==> src/rtl/delta_pkg.sv <==
// Shared definitions for the delta trace compressor/decompressor pair.
// Slot geometry helpers, FSM state type and delta sign extension.
package delta_pkg;

  localparam int unsigned MaxWidth = 64;

  typedef enum logic [1:0] {StNoBase, StIdle, StExpand} state_e;

  function automatic int unsigned precision(input int unsigned data_width,
                                            input int unsigned delta_slots);
    return data_width / delta_slots;
  endfunction

  // Slot value reserved as "no delta here": MSB set, rest zero.
  function automatic logic [MaxWidth-1:0] inv_slot(input int unsigned prec);
    logic [MaxWidth-1:0] res;
    res = '0;
    res[prec-1] = 1'b1;
    return res;
  endfunction

  function automatic logic [MaxWidth-1:0] nodata_word(input int unsigned data_width,
                                                      input int unsigned delta_slots);
    logic [MaxWidth-1:0] res;
    int unsigned prec;
    prec = precision(data_width, delta_slots);
    res = '0;
    for (int unsigned s = 0; s < delta_slots; s++) begin
      res = res | (inv_slot(prec) << (s * prec));
    end
    return res;
  endfunction

  function automatic logic [MaxWidth-1:0] sext_delta(input logic [MaxWidth-1:0] slot,
                                                     input int unsigned prec);
    logic [MaxWidth-1:0] res;
    for (int unsigned i = 0; i < MaxWidth; i++) begin
      res[i] = (i < prec) ? slot[i] : slot[prec-1];
    end
    return res;
  endfunction

endpackage

==> src/rtl/delta_lane_reconstruct.sv <==
// One lane of delta reconstruction: selects slot k of the packed lane word
// and applies it to the lane base. An INV slot leaves the base untouched.
module delta_lane_reconstruct
  import delta_pkg::*;
#(
  parameter int unsigned DATA_WIDTH  = 32,
  parameter int unsigned DELTA_SLOTS = 4,
  parameter int unsigned KW          = 2
) (
  input  logic [DATA_WIDTH-1:0] word_i,
  input  logic [KW-1:0]         k_i,
  input  logic [DATA_WIDTH-1:0] base_i,
  output logic                  slot_is_inv_o,
  output logic [DATA_WIDTH-1:0] cur_o
);

  localparam int unsigned Prec = precision(DATA_WIDTH, DELTA_SLOTS);
  localparam logic [Prec-1:0] Inv = Prec'(inv_slot(Prec));

  logic [Prec-1:0]       slots [DELTA_SLOTS];
  logic [Prec-1:0]       slot;
  logic [DATA_WIDTH-1:0] delta;

  // Slot 0 occupies the most significant bits of the word.
  for (genvar s = 0; s < DELTA_SLOTS; s++) begin : g_slot
    assign slots[s] = word_i[DATA_WIDTH-1-s*Prec -: Prec];
  end

  assign slot          = slots[k_i];
  assign delta         = DATA_WIDTH'(sext_delta(MaxWidth'(slot), Prec));
  assign slot_is_inv_o = (slot == Inv);
  assign cur_o         = slot_is_inv_o ? base_i : base_i - delta;

endmodule

==> src/rtl/delta_decompressor.sv <==
// Rebuilds the N-lane vector stream from raw base lines and delta-packed
// lines read back from the trace buffer; ready/valid on both sides.
module delta_decompressor
  import delta_pkg::*;
#(
  parameter int unsigned N           = 8,
  parameter int unsigned DATA_WIDTH  = 32,
  parameter int unsigned DELTA_SLOTS = 4,
  parameter bit          COMPRESSED  = 1'b0
) (
  input  logic                          clk,
  input  logic                          reset,
  input  logic                          valid_in,
  output logic                          ready_in,
  input  logic                          comp_in,
  input  logic [N-1:0][DATA_WIDTH-1:0] vector_in,
  output logic                          valid_out,
  input  logic                          ready_out,
  output logic [N-1:0][DATA_WIDTH-1:0] vector_out,
  output logic                          error
);

  localparam int unsigned KW = (DELTA_SLOTS > 1) ? $clog2(DELTA_SLOTS) : 1;
  localparam logic [KW-1:0] LastK = KW'(DELTA_SLOTS - 1);

  typedef logic [N-1:0][DATA_WIDTH-1:0] vec_t;

  state_e          state_q, state_d;
  logic [KW-1:0]   k_q, k_d;
  vec_t            base_q, base_d;
  vec_t            entry_q, entry_d;
  vec_t            vec_q, vec_d;
  logic            valid_q, valid_d;
  logic            err_q, err_d;

  logic [N-1:0]    inv_vec;
  vec_t            cur_vec;
  logic            out_free;
  logic            accept;
  logic            is_comp;
  logic            lane_mismatch;

  for (genvar l = 0; l < N; l++) begin : g_lane
    delta_lane_reconstruct #(
      .DATA_WIDTH  (DATA_WIDTH),
      .DELTA_SLOTS (DELTA_SLOTS),
      .KW          (KW)
    ) u_lane (
      .word_i        (entry_q[l]),
      .k_i           (k_q),
      .base_i        (base_q[l]),
      .slot_is_inv_o (inv_vec[l]),
      .cur_o         (cur_vec[l])
    );
  end

  assign out_free      = !valid_q || ready_out;
  assign ready_in      = out_free && (state_q != StExpand);
  assign accept        = valid_in && ready_in;
  assign is_comp       = (comp_in == COMPRESSED);
  // Every lane must agree with lane 0 on whether slot k carries a delta.
  assign lane_mismatch = (inv_vec != {N{inv_vec[0]}});

  always_comb begin
    state_d = state_q;
    k_d     = k_q;
    base_d  = base_q;
    entry_d = entry_q;
    vec_d   = vec_q;
    err_d   = err_q;
    valid_d = valid_q && !ready_out;

    unique case (state_q)
      StNoBase, StIdle: begin
        if (accept) begin
          if (!is_comp) begin
            base_d  = vector_in;
            vec_d   = vector_in;
            valid_d = 1'b1;
            state_d = StIdle;
          end else if (state_q == StNoBase) begin
            err_d = 1'b1;
          end else begin
            entry_d = vector_in;
            k_d     = '0;
            state_d = StExpand;
          end
        end
      end
      StExpand: begin
        if (out_free) begin
          if (lane_mismatch) err_d = 1'b1;
          if (inv_vec[0]) begin
            state_d = StIdle;
          end else begin
            vec_d   = cur_vec;
            base_d  = cur_vec;
            valid_d = 1'b1;
            if (k_q == LastK) state_d = StIdle;
            else              k_d     = k_q + KW'(1);
          end
        end
      end
      default: state_d = StNoBase;
    endcase
  end

  always_ff @(posedge clk) begin
    if (reset) begin
      state_q <= StNoBase;
      k_q     <= '0;
      base_q  <= '0;
      entry_q <= '0;
      vec_q   <= '0;
      valid_q <= 1'b0;
      err_q   <= 1'b0;
    end else begin
      state_q <= state_d;
      k_q     <= k_d;
      base_q  <= base_d;
      entry_q <= entry_d;
      vec_q   <= vec_d;
      valid_q <= valid_d;
      err_q   <= err_d;
    end
  end

  assign valid_out  = valid_q;
  assign vector_out = vec_q;
  assign error      = err_q;

endmodule

==> config.mk <==
export PLATFORM = sky130hd
export DESIGN_NAME = delta_decompressor
export DESIGN_NICKNAME = d
export VERILOG_FILES = /design/src/rtl/delta_pkg.sv /design/src/rtl/delta_lane_reconstruct.sv /design/src/rtl/delta_decompressor.sv
export SDC_FILE = /design/constraint.sdc
export NUM_CORES = 2
export LEC_CHECK = 0
export BUFFER_PORTS_ARGS = -buffer_cell sky130_fd_sc_hd__buf_2
export CORE_ASPECT_RATIO = 0.8
export CORE_UTILIZATION = 52
export CTS_BUF_LIST = sky130_fd_sc_hd__clkbuf_8
export DETAILED_ROUTE_END_ITERATION = 8
export HOLD_SLACK_MARGIN = 0.03
export PLACE_DENSITY = 0.74
export SYNTH_ARGS = -nofsm -noshare
export SYNTH_HDL_FRONTEND = slang
export SYNTH_SLANG_ARGS = --single-unit
==> constraint.sdc <==
create_clock -name clk -period 6.2 [get_ports clk]
set_clock_uncertainty 0.05 [all_clocks]
set_input_delay 1.24 -clock clk [delete_from_list [all_inputs] [get_ports clk]]
set_output_delay 1.24 -clock clk [all_outputs]
set_load 0.05 [all_outputs]
==> results.yml <==
logic_synthesis:
  synth-edff-count: 0
  yosysSeqAreaShare: 0.299
  synth_common_cells: "903 x nand2_1, 560 x a21oi_1, 518 x dfxtp_1"
  syn-cell-area_sq_um: 34700
  synth_cell_type_count: 84
  postSynthCellCount: 4494
  synth_most_common_cell: "nand2_1"
  yosys-top-cells-area: "dfxtp_1 30%, ha_1 10%, nand2_1 9.8%"
  yosys.area.top_type_share: 0.299
  ys_ff_latch: 518
  post_synth.cell_area_avg_sq_um: 7.72
  synth_fp_nets: 5043
  yosys.area.top_type: "dfxtp_1"
  async_flop_share: 0
  yosysWarnings: 0
  yosys_most_used_dff: "dfxtp_1"
pwr:
  p_total_w: 0.0138
  p_per_area_nw_per_um2: 347
  irDropWorstVdd_mv: 0.225
  p_leak_nw: 16.8
worst_setup_path:
  crit_path_end_kind: "register"
  worst-path-buf-inv: 1
  cpMostUsedCell: "o31a_1"
  crit_required_ns: 6.70
  critPathSlowestCell: "dfxtp_4"
  worst_ep_arrival_time_ns: 5.36
  max_stage_delay_ns: 0.82
  critical_path_class: "reg2reg"
  crit_chain: "mux4_2 -> inv_1 -> ha_1 -> a2111oi_0 -> a21oi_1 -> o31a_1 -> a31oi_1 -> o31a_1 -> o31a_1 -> xnor2_1 -> mux2i_1 -> a31oi_1"
  critPathLaunchType: "register"
  cp_top_family: "compound AO/OA/AOI/OAI gates"
  critPathMaxFanout: 41
drt:
  drc: 0
  wl_per_cell_um: 20.1
  routed_wl_mm: 117
  vias: 35075
  drt_first_pass_iters: 8
  postRouteAntennaNets: 0
  drt-initial-drc-count: 2846
  viasPerCell: 6.03
placement:
  post_dp_cell_area_sq_um: 37700
  hpwl_mm: 84.6
  dpl.cell_count: 5648
  place_congestion: 0.972
  portBuffers: 519
clock_tree:
  cts_tree: "built"
  cts.sink_count: 518
  cts_root_buffer: "clkbuf_8"
  clk_latency_ns: 0.73
  cts_resized: 0
  cts_buffers: 91
  cts_setup_buffers: 0
  h-tree-depth: 3
  clkTransAtPathRegs_ns: 0.06
  cts_hold_buf: 0
  cts_max_path_buffers: 3
floorplan:
  die_width_um: 291
  die_y_um: 233
  start_util: 0.527
  ios: 520
  rows: 84
  die_area_sq_um: 67700
  core_sq_um: 65800
grt:
  grt_overflow: 0
  grt_usage: 0.332
  grt_max_degree: 152
  grt_antenna_before_repair: 15
  first_global_vias: 31753
  grt_pass1_wl_mm: 179
sta:
  worst-slew-pin-transition_ns: 1.19
  max_freq_mhz: 206
  setup_viol: 0
  period_share: 0.783
  fin_crit_ns: 4.86
  rsz0062_at_grt: "no"
  slew_violations: 0
  slew_headroom: 0.205
  hold_viol: 0
  fin_tns_setup_ns: 0
finish:
  nFillCells: 6158
  finish.instance_area_sq_um: 39700
  nNetsFinal: 5430
  area_growth_pct: 14.5
  drive_gt1_frac: 0.163
  multi_input_area_sq_um: 22800
  post_layout_nonfiller_instances: 5819
  ff_latch_area_sq_um: 10400
worst_hold_path:
  hp-class: "reg2reg"
job:
  maxCapViolations: 0
run_status:
  outcome: "finished clean"
## worst reg2reg max path, cell delays in order (launching register included)
cell and delay [ns]:
dfxtp_4 0.82, mux4_2 0.63, inv_1 0.43, ha_1 0.42, a2111oi_0 0.67, a21oi_1 0.15, o31a_1 0.19, a31oi_1 0.42
o31a_1 0.30, o31a_1 0.18, xnor2_1 0.14, mux2i_1 0.22, a31oi_1 0.09
## routing by layer
| metal | wire [um] | track usage | part of all wire |
|---|---|---|---|
| met1 | 52100 | 0.467 | 0.45 |
| met2 | 50100 | 0.500 | 0.43 |
| met3 | 10400 | 0.0651 | 0.089 |
| met4 | 4060 | 0.124 | 0.035 |
| met5 | 63 | 0 | 0.00054 |
## registers in the layout (all words and copies together), names as in the netlist
name        flops
entry_q       256
vector_out    256
k_q             2
state_q         2
error           1
valid_out       1
## cells in the final DEF, fill, tap and decap left out, drive strengths merged, types with 14 or more instances in the layout
| cell | Yosys | final |
|---|---|---|
| a31oi | 76 | 76 |
| nand4 | 33 | 33 |
| o31ai | 14 | 14 |
| and3 | 26 | 26 |
| nand3 | 65 | 65 |
| ha | 280 | 280 |
| mux2i | 18 | 18 |
| dfxtp | 518 | 518 |
| o211ai | 42 | 42 |
| mux4 | 64 | 64 |
| o31a | 22 | 22 |
| nor2 | 325 | 325 |
| a21o | 138 | 138 |
| nor4 | 15 | 15 |
| o21ai | 222 | 222 |
| xnor2 | 121 | 121 |
| or3 | 18 | 18 |
| o21bai | 31 | 31 |
| a21oi | 564 | 564 |
| inv | 124 | 146 |
| xor2 | 69 | 69 |
| a311oi | 70 | 70 |
| nor3 | 100 | 100 |
| clkbuf | 213 | 113 |
| clkinv | 0 | 15 |
| a211oi | 78 | 78 |
| buf | 53 | 560 |
| o21a | 44 | 44 |
| nand2 | 905 | 905 |
| nand2b | 46 | 46 |
| nor2b | 37 | 37 |
## cells by family (layout without fill, tap and decap cells)
family                   Yosys count  count (layout)  share of synthesized area
XOR/XNOR                         190             190                     0.0480
AND/OR/NAND/NOR                 1620            1620                      0.200
AO/OA/AOI/OAI                   1405            1405                      0.255
buffers and inverters            390             846                     0.0453
other                              0               9                          0
flip-flops                       518             518                      0.299
adder cells (fa/ha/maj)          288             288                      0.106
multiplexers                      83              83                     0.0471
## layout make-up
type / instances / area share
antenna: 9 / 0.000567
clock buffer: 113 / 0.0392
clock inverter: 49 / 0.0104
inverter: 124 / 0.0118
multi-input combinational: 3586 / 0.574
sequential: 518 / 0.261
tap: 860 / 0.0271
timing repair buffer: 560 / 0.0753
## worst paths after layout
| kind | from | to | slack, ns | cells after the start |
|---|---|---|---|---|
| max | k_q[1] | vector_out[31] | 1.34 | 12 |
| min | entry_q[108] | entry_q[108] | 0.40 | 2 |
| max reg2reg | k_q[1] | vector_out[31] | 1.34 | 12 |
| min reg2reg | entry_q[108] | entry_q[108] | 0.40 | 2 |
## where the power goes
part	internal [W]	switching (W)
Clock	0.00194	0.00154
Combinational	0.00240	0.00401
Sequential	0.00361	0.000287
## stage by stage
step                       util  setup WS, ns  hold slack [ns]
after CTS                 0.603          1.43            0.404
after floorplan               -          1.39            0.383
after global routing      0.603         0.994            0.416
final                     0.604          1.34            0.402
after global placement    0.573          1.49            0.389
after detailed placement  0.573          1.46            0.395
No activity file was read; power rests on OpenSTA's default activity.
